## config.mk

```make
export PLATFORM = sky130hd
export DESIGN_NAME = eth_rx_fcs_check
export DESIGN_NICKNAME = d
export VERILOG_FILES = /design/src/rtl/eth_rx_fcs_check.sv
export SDC_FILE = /design/constraint.sdc
export NUM_CORES = 1
export LEC_CHECK = 0
export BUFFER_PORTS_ARGS = -buffer_cell sky130_fd_sc_hd__buf_2
export CAP_MARGIN = 0
export CORE_ASPECT_RATIO = 0.7
export CORE_MARGIN = 1
export CORE_UTILIZATION = 30
export DETAILED_ROUTE_END_ITERATION = 8
export MAX_ROUTING_LAYER = met4
export SLEW_MARGIN = 20
export SYNTH_ARGS = -nofsm -noshare
export SYNTH_HDL_FRONTEND = slang
export SYNTH_SLANG_ARGS = --single-unit
```

## constraint.sdc

```tcl
create_clock -name clk50 -period 2.5 [get_ports clk50]
set_input_delay 0.25 -clock clk50 [delete_from_list [all_inputs] [get_ports clk50]]
set_output_delay 0.25 -clock clk50 [all_outputs]
set_load 0.03 [all_outputs]
```

## src/rtl/eth_rx_fcs_check.sv

```systemverilog
// rtl/eth_rx_fcs_check.sv - Ethernet RX CRC-32 check, FCS strip and frame status marker (optional stats: ETH_RX_STATS_EN)
module eth_rx_fcs_check #(
    parameter int MIN_LEN = 64,
    parameter int MAX_LEN = 1522
) (
    input  logic        clk50,
    input  logic        reset,
    input  logic [7:0]  in_data,
    input  logic        in_valid,
    input  logic        in_eop,
    output logic [7:0]  out_data,
    output logic        out_valid,
    output logic        out_eop
`ifdef ETH_RX_STATS_EN
    ,
    output logic [15:0] good_frames,
    output logic [15:0] bad_frames
`endif
);

    localparam logic [31:0] CRC_POLY    = 32'hEDB8_8320;
    localparam logic [31:0] CRC_INIT    = 32'hFFFF_FFFF;
    localparam logic [31:0] CRC_RESIDUE = 32'hDEBB_20E3;
    localparam logic [10:0] CNT_MAX     = 11'h7FF;
    localparam logic [10:0] MIN_CNT     = 11'(MIN_LEN);
    localparam logic [10:0] MAX_CNT     = 11'(MAX_LEN);

    // Reflected CRC-32 advanced by one byte, LSB first, no final inversion
    function automatic logic [31:0] crc_byte(input logic [31:0] c, input logic [7:0] d);
        logic [31:0] r;
        r = c ^ {24'h0, d};
        for (int i = 0; i < 8; i++) begin
            r = r[0] ? ({1'b0, r[31:1]} ^ CRC_POLY) : {1'b0, r[31:1]};
        end
        return r;
    endfunction

    // dly[0] is the newest byte, dly[3] the oldest; a byte leaves only once
    // four younger bytes are behind it, so the trailing FCS never escapes
    logic [3:0][7:0] dly;
    logic [2:0]      fill;
    logic [31:0]     crc;
    logic [10:0]     byte_cnt;

    logic       crc_ok;
    logic       runt;
    logic       giant;
    logic [7:0] status;

    // Frame verdict from the state accumulated so far; sampled on in_eop
    always_comb begin
        crc_ok = (crc == CRC_RESIDUE);
        runt   = (byte_cnt < MIN_CNT);
        giant  = (byte_cnt > MAX_CNT);
        status = {5'b0, giant, runt, crc_ok};
    end

    // Byte path: CRC/count/delay-line update, payload emit and eop marker
    always_ff @(posedge clk50 or posedge reset) begin
        if (reset) begin
            dly       <= '0;
            fill      <= '0;
            crc       <= CRC_INIT;
            byte_cnt  <= '0;
            out_data  <= '0;
            out_valid <= 1'b0;
            out_eop   <= 1'b0;
        end else begin
            out_valid <= 1'b0;
            out_eop   <= 1'b0;
            if (in_eop) begin
                // eop wins over a coincident byte; that byte is dropped
                out_eop  <= 1'b1;
                out_data <= status;
                dly      <= '0;
                fill     <= '0;
                crc      <= CRC_INIT;
                byte_cnt <= '0;
            end else if (in_valid) begin
                crc <= crc_byte(crc, in_data);
                if (byte_cnt != CNT_MAX) begin
                    byte_cnt <= byte_cnt + 11'd1;
                end
                dly <= {dly[2:0], in_data};
                if (fill == 3'd4) begin
                    out_valid <= 1'b1;
                    out_data  <= dly[3];
                end else begin
                    fill <= fill + 3'd1;
                end
            end
        end
    end

`ifdef ETH_RX_STATS_EN
    // Saturating good/bad frame counters, updated alongside the eop marker
    always_ff @(posedge clk50 or posedge reset) begin
        if (reset) begin
            good_frames <= '0;
            bad_frames  <= '0;
        end else if (in_eop) begin
            if (status == 8'h01) begin
                if (good_frames != 16'hFFFF) begin
                    good_frames <= good_frames + 16'd1;
                end
            end else begin
                if (bad_frames != 16'hFFFF) begin
                    bad_frames <= bad_frames + 16'd1;
                end
            end
        end
    end
`endif

endmodule
```

; Yosys cells after proc, flatten, opt, wreduce, memory -nomap -nowiden
; Index checks and enable logic that the tools add are counted.
[totals]
romBits = 0
latch_bits = 0
word_cells = 58
mem_bits_rw = 0
out_inout_bits = 10
regBits = 88
in_bits = 12
memories = 0
[op_classes]
n_div = 0
multipliers = 0
reduce_logical = 6
shift = 0
muxes = 25
eq_ne = 4
bitwise_logic = 9
magnitude_cmp = 2
addsub = 2
[ops]
columns = op, n
row1 = $mux 32, 12
row2 = $not 13->14, 8
row3 = $mux 11, 3
row4 = $eq 32x32->1 const B, 1
row5 = $xor 32x8->32, 1
row6 = $mux 8, 3
row7 = $add 11x1->11 const B, 1
row8 = $gt 11x11->1 const B, 1
row9 = $lt 11x7->1 const B, 1
row10 = $ne 11x11->1 const B, 1
row11 = $mux 3, 3
row12 = $reduce_and 2->1, 3
row13 = $reduce_bool 2->1, 3
row14 = $mux 1, 4
row15 = $add 3x1->3 const B, 1
row16 = $eq 3x3->1 const B, 1
row17 = $ne 2x2->1 const B, 1

; Longest topological paths before layout
; Gate-level depths: netlist of the first run.
[logic_depth]
word_depth = 19
ltp_mapped = 6
ltp_nobuf = 6

; Worst setup path before layout of the first run
; Ideal clock, no wire load.
[synth_timing]
path_type = reg2reg
from = register crc[3]
to = register crc[20]
path_buffers = 0
setup_ns = 0.072
arrival_ns = 1.978
setup_slack_ns = 0.450
period_less_slack_ns = 2.050
stages_incl_launch_ff = 6
required_time_ns = 2.428
cell_sequence = dfstp_2 -> xor2_4 -> xnor3_2 -> xnor2_4 -> xnor3_1 -> o21ai_1
[synth_between]
elab_chain_cells = 14
[synth_rtl]
columns = element, line
row1 = from (decl), 42  ; logic [31:0] crc;
row2 = from (signal assigned), 80  ; crc <= crc_byte(crc, in_data);
row3 = $xor 32x8->32 *, 31  ; r = c ^ {24'h0, d};
row4 = $mux 32 * (4 in series), 33  ; r = r[0] ? ({1'b0, r[31:1]} ^ CRC_POLY) : {1'b0, r[31:1]};
row5 = $not 13->14 (no line), --
row6 = $mux 32 * (2 in series), 33
row7 = $not 13->14 (no line), --
row8 = $mux 32 *, 33
row9 = $not 13->14 (no line), --
row10 = $mux 32 *, 33
row11 = $mux 32 *, 79  ; end else if (in_valid) begin
row12 = $mux 32 *, 71  ; if (in_eop) begin
; Mark *: on every way between the ends. The rest lies on a longest branch, timed or not. The select of a mux whose other input is x is not followed.
; A chain may end at the register's enable or synchronous reset.

; Worst setup path in the final report of the first run
[layout_timing]
from = register crc[4]
to = register crc[24]
[layout_between]
elab_chain_cells = 13
[layout_rtl]
columns = element, line
row1 = $xor 32x8->32 *, 31
row2 = $mux 32 * (5 in series), 33
row3 = $not 13->14 (no line), --
row4 = $mux 32 * (2 in series), 33
row5 = $not 13->14 (no line), --
row6 = $mux 32 *, 33
row7 = $mux 32 *, 79
row8 = $mux 32 *, 71
; Marks and branches as above.

==> impl_metrics.py, run 1 <==
metrics = {
    "flow_run": {
        "maxCapViolations": 0,
    },
    "floorplanning": {
        "io_pins": 22,
        "die_w_um": 149,
        "die_h_um": 105,
        "dieArea_mm2": 0.0155,
        "start_util": 0.307,
        "coreArea_mm2": 0.0147,
        "num_rows": 37,
    },
    "final_layout": {
        "fillers": 1447,
        "mostFrequentLayoutCell": "nor2_1",
        "stdcell_count": 624,
        "drive_gt1_frac": 0.203,
        "nets": 438,
        "final_cell_mix": "64 x nor2_1, 56 x dfrtp_1, 48 x xnor2_1, 36 x mux2i_1, 32 x dfstp_2",
        "syn_to_final_growth_pct": 14.6,
        "fin_util": 0.352,
    },
    "drt": {
        "drtIter0Drc": 142,
        "ant_nets": 0,
        "via_per_inst": 4.73,
        "wl_per_cell_um": 14.8,
        "wl_um": 9260,
        "drt-pass1-iter-count": 4,
        "vias": 2949,
        "drc_errors": 0,
    },
    "sta": {
        "setup_viol": 0,
        "clock.fmax_mhz": 447,
        "setup_tns_ns": 0,
        "post-route-min-period_ns": 2.24,
        "slew_headroom": 0.503,
        "worst_pin_slew_ns": 0.740,
        "maxSlewViolCount": 0,
        "rsz0062_at_grt": "no",
        "fin_skew_ns": 0.00778,
        "finalHoldViolCount": 0,
        "finalWorstSetupSlack_ns": 0.263,
        "layout_worst_path_cycle_share": 0.895,
    },
    "yosys": {
        "postSynthAreaPerCell_um2": 11.2,
        "async_flop_share": 1.00,
        "ys.flop_type": "dfrtp_1",
        "synthesis.area_mm2": 0.00451,
        "synth_fp_nets": 416,
        "synth_cells": 401,
        "yosys_warnings": 0,
        "ys_top_cells_by_area": "dfrtp_1 31%, dfstp_2 19%, xnor2_1 9.3%",
        "yosys_register_bits": 88,
        "yosysSeqAreaShare": 0.497,
        "yosys.area.top_type": "dfrtp_1",
        "synth_edf_count": 0,
        "synth_top_cell_area_share": 0.311,
        "synth.distinct_cells": 43,
    },
    "cts": {
        "htree_levels": 3,
        "cts_made_buffers": 9,
        "cts_setup_buffers": 0,
        "cts_root_buffer": "clkbuf_16",
        "clkSinkCount": 88,
        "tritoncts": "built",
        "clk_latency_ns": 0.35,
        "clockBufferDepth": 2,
        "clk_pin_slew_ns": 0.06,
    },
    "grt": {
        "antenna_found_initial": 1,
        "grt.total_usage": 0.132,
        "grt_overflow": 0,
        "grt_max_degree": 57,
        "grt_pass1_vias": 2884,
        "grt_pass1_wl_um": 15600,
    },
    "pwr": {
        "switching_share": 0.331,
        "clkPwrFrac": 0.244,
        "pwr-share-seq": 0.365,
        "combPwrFrac": 0.390,
        "p_int_uw": 3640,
        "leakagePower_uw": 0.00226,
        "p_per_area_mw_per_mm2": 1050,
        "vdd_drop_max_v": 0.000445,
        "p_sw_uw": 1800,
    },
    "hold_path": {
        "hp-class": "primary input to flip-flop",
        "whs_path_depth": 3,
        "hold_start": "in_data[1]",
        "holdPathEnd": "dly[1]",
    },
    "placement": {
        "portBuffers": 21,
        "place.gp.congestion": 0.864,
        "place_hpwl_um": 6510,
        "dp_cells": 606,
        "place_ws_ns": 0.289,
    },
    "worst_setup_path": {
        "end_kind": "flip-flop",
        "startpoint_type": "flip-flop",
        "reg2reg_to": "crc[24]",
        "cp_max_fo": 4,
        "ff2ff_setup_slack_ns": 0.26,
        "worstPathRequired_ns": 2.77,
        "reg2regPathDepth": 5,
        "arrival_ns": 2.51,
        "critical_path_class": "flip-flop to flip-flop",
        "reg2reg_from": "crc[4]",
    },
    "outcome": {
        "outcome": "finished clean",
    },
}
==> per-stage QoR <==
step	hold slack, ns	instance area (um2)	power (uW)
floorplan	0.281	4510	3670
global placement	0.334	4860	4120
detailed placement	0.336	4860	4110
CTS	0.188	5160	5490
global route	0.212	5170	5730
finish	0.200	5170	5440
==> worst max-delay path, stage by stage, from the launching register on <==
cell	delay, ns
dfstp_2	0.57
xnor2_2	0.18
xnor2_1	0.59
xnor2_1	0.29
xnor2_1	0.22
a211o_1	0.32
==> power by group through the flow <==
| stage | sequential, uW | combinational (uW) | clock [uW] |
|---|---|---|---|
| finish | 1990 | 2120 | 1330 |
| global route | 2010 | 2290 | 1430 |
| CTS | 1980 | 2130 | 1380 |
| detailed placement | 2000 | 2110 | 0 |
| global placement | 2000 | 2130 | 0 |
| floorplan | 1920 | 1750 | 0 |
==> cell families after synthesis <==
family | Yosys count | synth area share
AOI/OAI and AO/OA | 57 | 0.0907
xor gates and xnor gates | 76 | 0.180
adders and majority gates | 3 | 0.00832
buffers and inverters | 24 | 0.0200
DFF | 88 | 0.497
muxes | 36 | 0.0799
and+or+nand+nor | 117 | 0.124
==> sequential cells by signal (all words and copies together) (netlist names) <==
register and cells:
crc 32, fill 3, out_eop 1, out_data 8, dly 32, out_valid 1, byte_cnt 11
==> per-layer routing <==
metal | GRT usage | vias to the layer above | wire length [um]
met5 | - | - | 0
met4 | 0.0376 | 0 | 105
met3 | 0.0319 | 12 | 433
met2 | 0.178 | 48 | 3960
met1 | 0.194 | 1472 | 4760
li1 | - | 1417 | -
==> area by class of cell <==
cell class              instances  area, um2  share of cell area
clock inverters                 5       56.3              0.0109
multi-input cells             289       2180               0.421
flip-flops and latches         88       2240               0.434
well taps                     195        244              0.0472
inverters                       4       16.3             0.00315
repair buffers                 31        195              0.0378
clock buffers                  11        233              0.0450
diodes                          1       2.50            0.000484
==> Yosys cell counts (all sizes together), types with 4 or more instances <==
cell type	number
a211o	26
dfrtp	56
xnor2	53
nand4b	5
inv	4
xnor3	5
a21oi	15
nor2	64
dfstp	32
o21ai	8
nor2b	13
xor2	18
buf	4
clkbuf	16
nand4	4
mux2i	36
nand2	14
==> how the worst max path moves through the flow <==
stage / endpoint / depth (start not counted) / slack [ns] / startpoint
6_report: crc[24] / 5 / 0.26 / crc[4]
5_1_grt: crc[21] / 5 / 0.20 / crc[1]
4_1_cts: crc[24] / 5 / 0.28 / crc[4]
3_5_place_dp: crc[24] / 5 / 0.29 / crc[4]
3_3_place_gp: crc[24] / 5 / 0.34 / crc[4]
2_1_floorplan: byte_cnt[0] / 1 / 0.02 / reset
==> timing repair <==
item	CTS	global route
gates resized for setup	0	0
hold buffers	1	0
endpoints found under the hold margin	14	0
Power figures use the tool's default switching activity.
==> run 2, diff against run 1 <==
--- a/config.mk
+++ b/config.mk
@@ -9,9 +9,10 @@
 export CAP_MARGIN = 0
 export CORE_ASPECT_RATIO = 0.7
 export CORE_MARGIN = 1
-export CORE_UTILIZATION = 30
+export CORE_UTILIZATION = 55
 export DETAILED_ROUTE_END_ITERATION = 8
 export MAX_ROUTING_LAYER = met4
+export PLACE_DENSITY = 0.76
 export SLEW_MARGIN = 20
 export SYNTH_ARGS = -nofsm -noshare
 export SYNTH_HDL_FRONTEND = slang
==> impl_metrics.py, run 2 (synthesis results as in run 1) <==
metrics = {
    "outcome": {
        "outcome": "complete, but fails checks",
        "violations": "negative hold slack",
    },
    "cts": {
        "cts_root_buffer": "clkbuf_16",
        "htree_levels": 3,
        "clk_latency_ns": 0.35,
        "cts_made_buffers": 9,
        "clockBufferDepth": 2,
        "cts_setup_buffers": 0,
        "tritoncts": "built",
        "ctsResizeCount": 0,
        "ctsHoldBuffers": 0,
        "clk_pin_slew_ns": 0.06,
        "clkSinkCount": 88,
    },
    "floorplanning": {
        "die_w_um": 110,
        "num_rows": 27,
        "coreArea_mm2": 0.00791,
        "die_h_um": 77.8,
        "io_pins": 22,
        "dieArea_mm2": 0.00857,
        "start_util": 0.570,
    },
    "drt": {
        "wl_per_cell_um": 17.7,
        "via_per_inst": 5.65,
        "ant_nets": 0,
        "drc_errors": 0,
        "wl_um": 9330,
        "vias": 2984,
        "drtIter0Drc": 258,
        "drt-pass1-iter-count": 4,
    },
    "grt": {
        "grt_use_met3": 0.0706,
        "antenna_found_initial": 0,
        "grt.total_usage": 0.249,
        "grt_max_degree": 89,
        "top_usage_layer": "met1",
        "grt_overflow": 0,
        "grt.met1_usage": 0.362,
        "grt_pass1_wl_um": 15300,
        "grt_use_met2": 0.341,
        "grt_pass1_vias": 2902,
    },
    "sta": {
        "finalHoldViolCount": 9,
        "setup_tns_ns": 0,
        "fin_skew_ns": 0.00591,
        "maxSlewViolCount": 0,
        "layout_worst_path_cycle_share": 0.883,
        "clock.fmax_mhz": 453,
        "slew_headroom": 0.551,
        "post-route-min-period_ns": 2.21,
        "whs_ns": -0.00640,
        "rsz0062_at_grt": "no",
        "worst_pin_slew_ns": 0.668,
        "setup_viol": 0,
    },
    "worst_setup_path": {
        "critical_path.slowest_cell": "dfstp_2",
        "arrival_ns": 2.49,
        "worstPathCellList": "xor2_4, xnor3_2, xnor2_4, xnor3_1, o21ai_1",
        "worstPathRequired_ns": 2.78,
        "slowest_delay_ns": 0.60,
        "end_kind": "flip-flop",
        "startpoint_type": "flip-flop",
        "critical_path_class": "flip-flop to flip-flop",
        "cp_max_fo": 6,
    },
    "flow_run": {
        "maxCapViolations": 0,
    },
    "placement": {
        "portBuffers": 21,
        "place_hpwl_um": 6260,
        "post_dp_cell_area_mm2": 0.00475,
        "place.gp.congestion": 0.898,
    },
    "hold_path": {
        "hp-class": "primary input to async pin",
    },
    "final_layout": {
        "final_cell_area_mm2": 0.00506,
        "final_cell_mix": "64 x nor2_1, 56 x dfrtp_1, 48 x xnor2_1, 36 x mux2i_1, 32 x dfstp_2",
        "mostFrequentLayoutCell": "nor2_1",
        "fillers": 636,
        "n_antenna_cell": 0,
        "biggestRegsByFlops": "crc (32), dly (32), byte_cnt (11)",
        "syn_to_final_growth_pct": 12.2,
        "drive_gt1_frac": 0.204,
        "nets": 437,
    },
    "pwr": {
        "leakagePower_uw": 0.00227,
        "vdd_drop_max_v": 0.000618,
        "power.total_uw": 5570,
        "p_per_area_mw_per_mm2": 1100,
    },
}
run 2: path summary, 6_finish.rpt:
kind,startpoint,slack (ns),end,depth (start not counted)
setup / recovery,crc[3],0.29,crc[20],5
hold / removal,reset,-0.006,byte_cnt[2],3
setup reg to reg,crc[3],0.29,crc[20],5
hold reg to reg,out_data[7],0.52,out_data[7],2
max in group asynchronous,reset,2.12,crc[31],3
min in group clk50,in_data[0],0.20,dly[0],3
run 2: metrics by stage:
| stage | worst slack, ns | utilization | hold WS, ns | std cells |
|---|---|---|---|---|
| 4_1_cts | 0.285 | 0.640 | 0.0193 | 528 |
| 6_report | 0.293 | 0.640 | -0.00640 | 528 |
| 2_1_floorplan | 0.0244 | - | 0.281 | 401 |
| 3_5_place_dp | 0.325 | 0.601 | 0.386 | 512 |
| 5_1_grt | 0.157 | 0.640 | 0.0490 | 528 |
| 3_3_place_gp | 0.332 | 0.601 | 0.377 | 512 |
run 2: power by group:
| group | total [uW] | switching [uW] | internal (uW) |
|---|---|---|---|
| clock | 1430 | 555 | 876 |
| sequential | 1990 | 229 | 1760 |
| combinational | 2150 | 1050 | 1100 |
| total | 5570 | 1830 | 3740 |
run 2: worst max-delay path, delay by kind of cell, from the launching register on:
family | cells | cell delay [ns]
XOR/XNOR | 4 | 1.42
flip-flops | 1 | 0.60
AO/OA/AOI/OAI | 1 | 0.12
run 2: layout make-up:
type	instances	area (um2)	area share
sequential	88	2240	0.443
multi-input combinational	289	2180	0.430
clock buffer	11	233	0.0460
timing repair buffer	30	185	0.0366
tap	101	126	0.0250
clock inverter	5	81.3	0.0161
inverter	4	16.3	0.00321
run 2: layer usage:
layer / vias up / wire length, um
met5: - / 0
met4: 0 / 131
met3: 15 / 493
met2: 68 / 4100
met1: 1481 / 4600
li1: 1420 / -
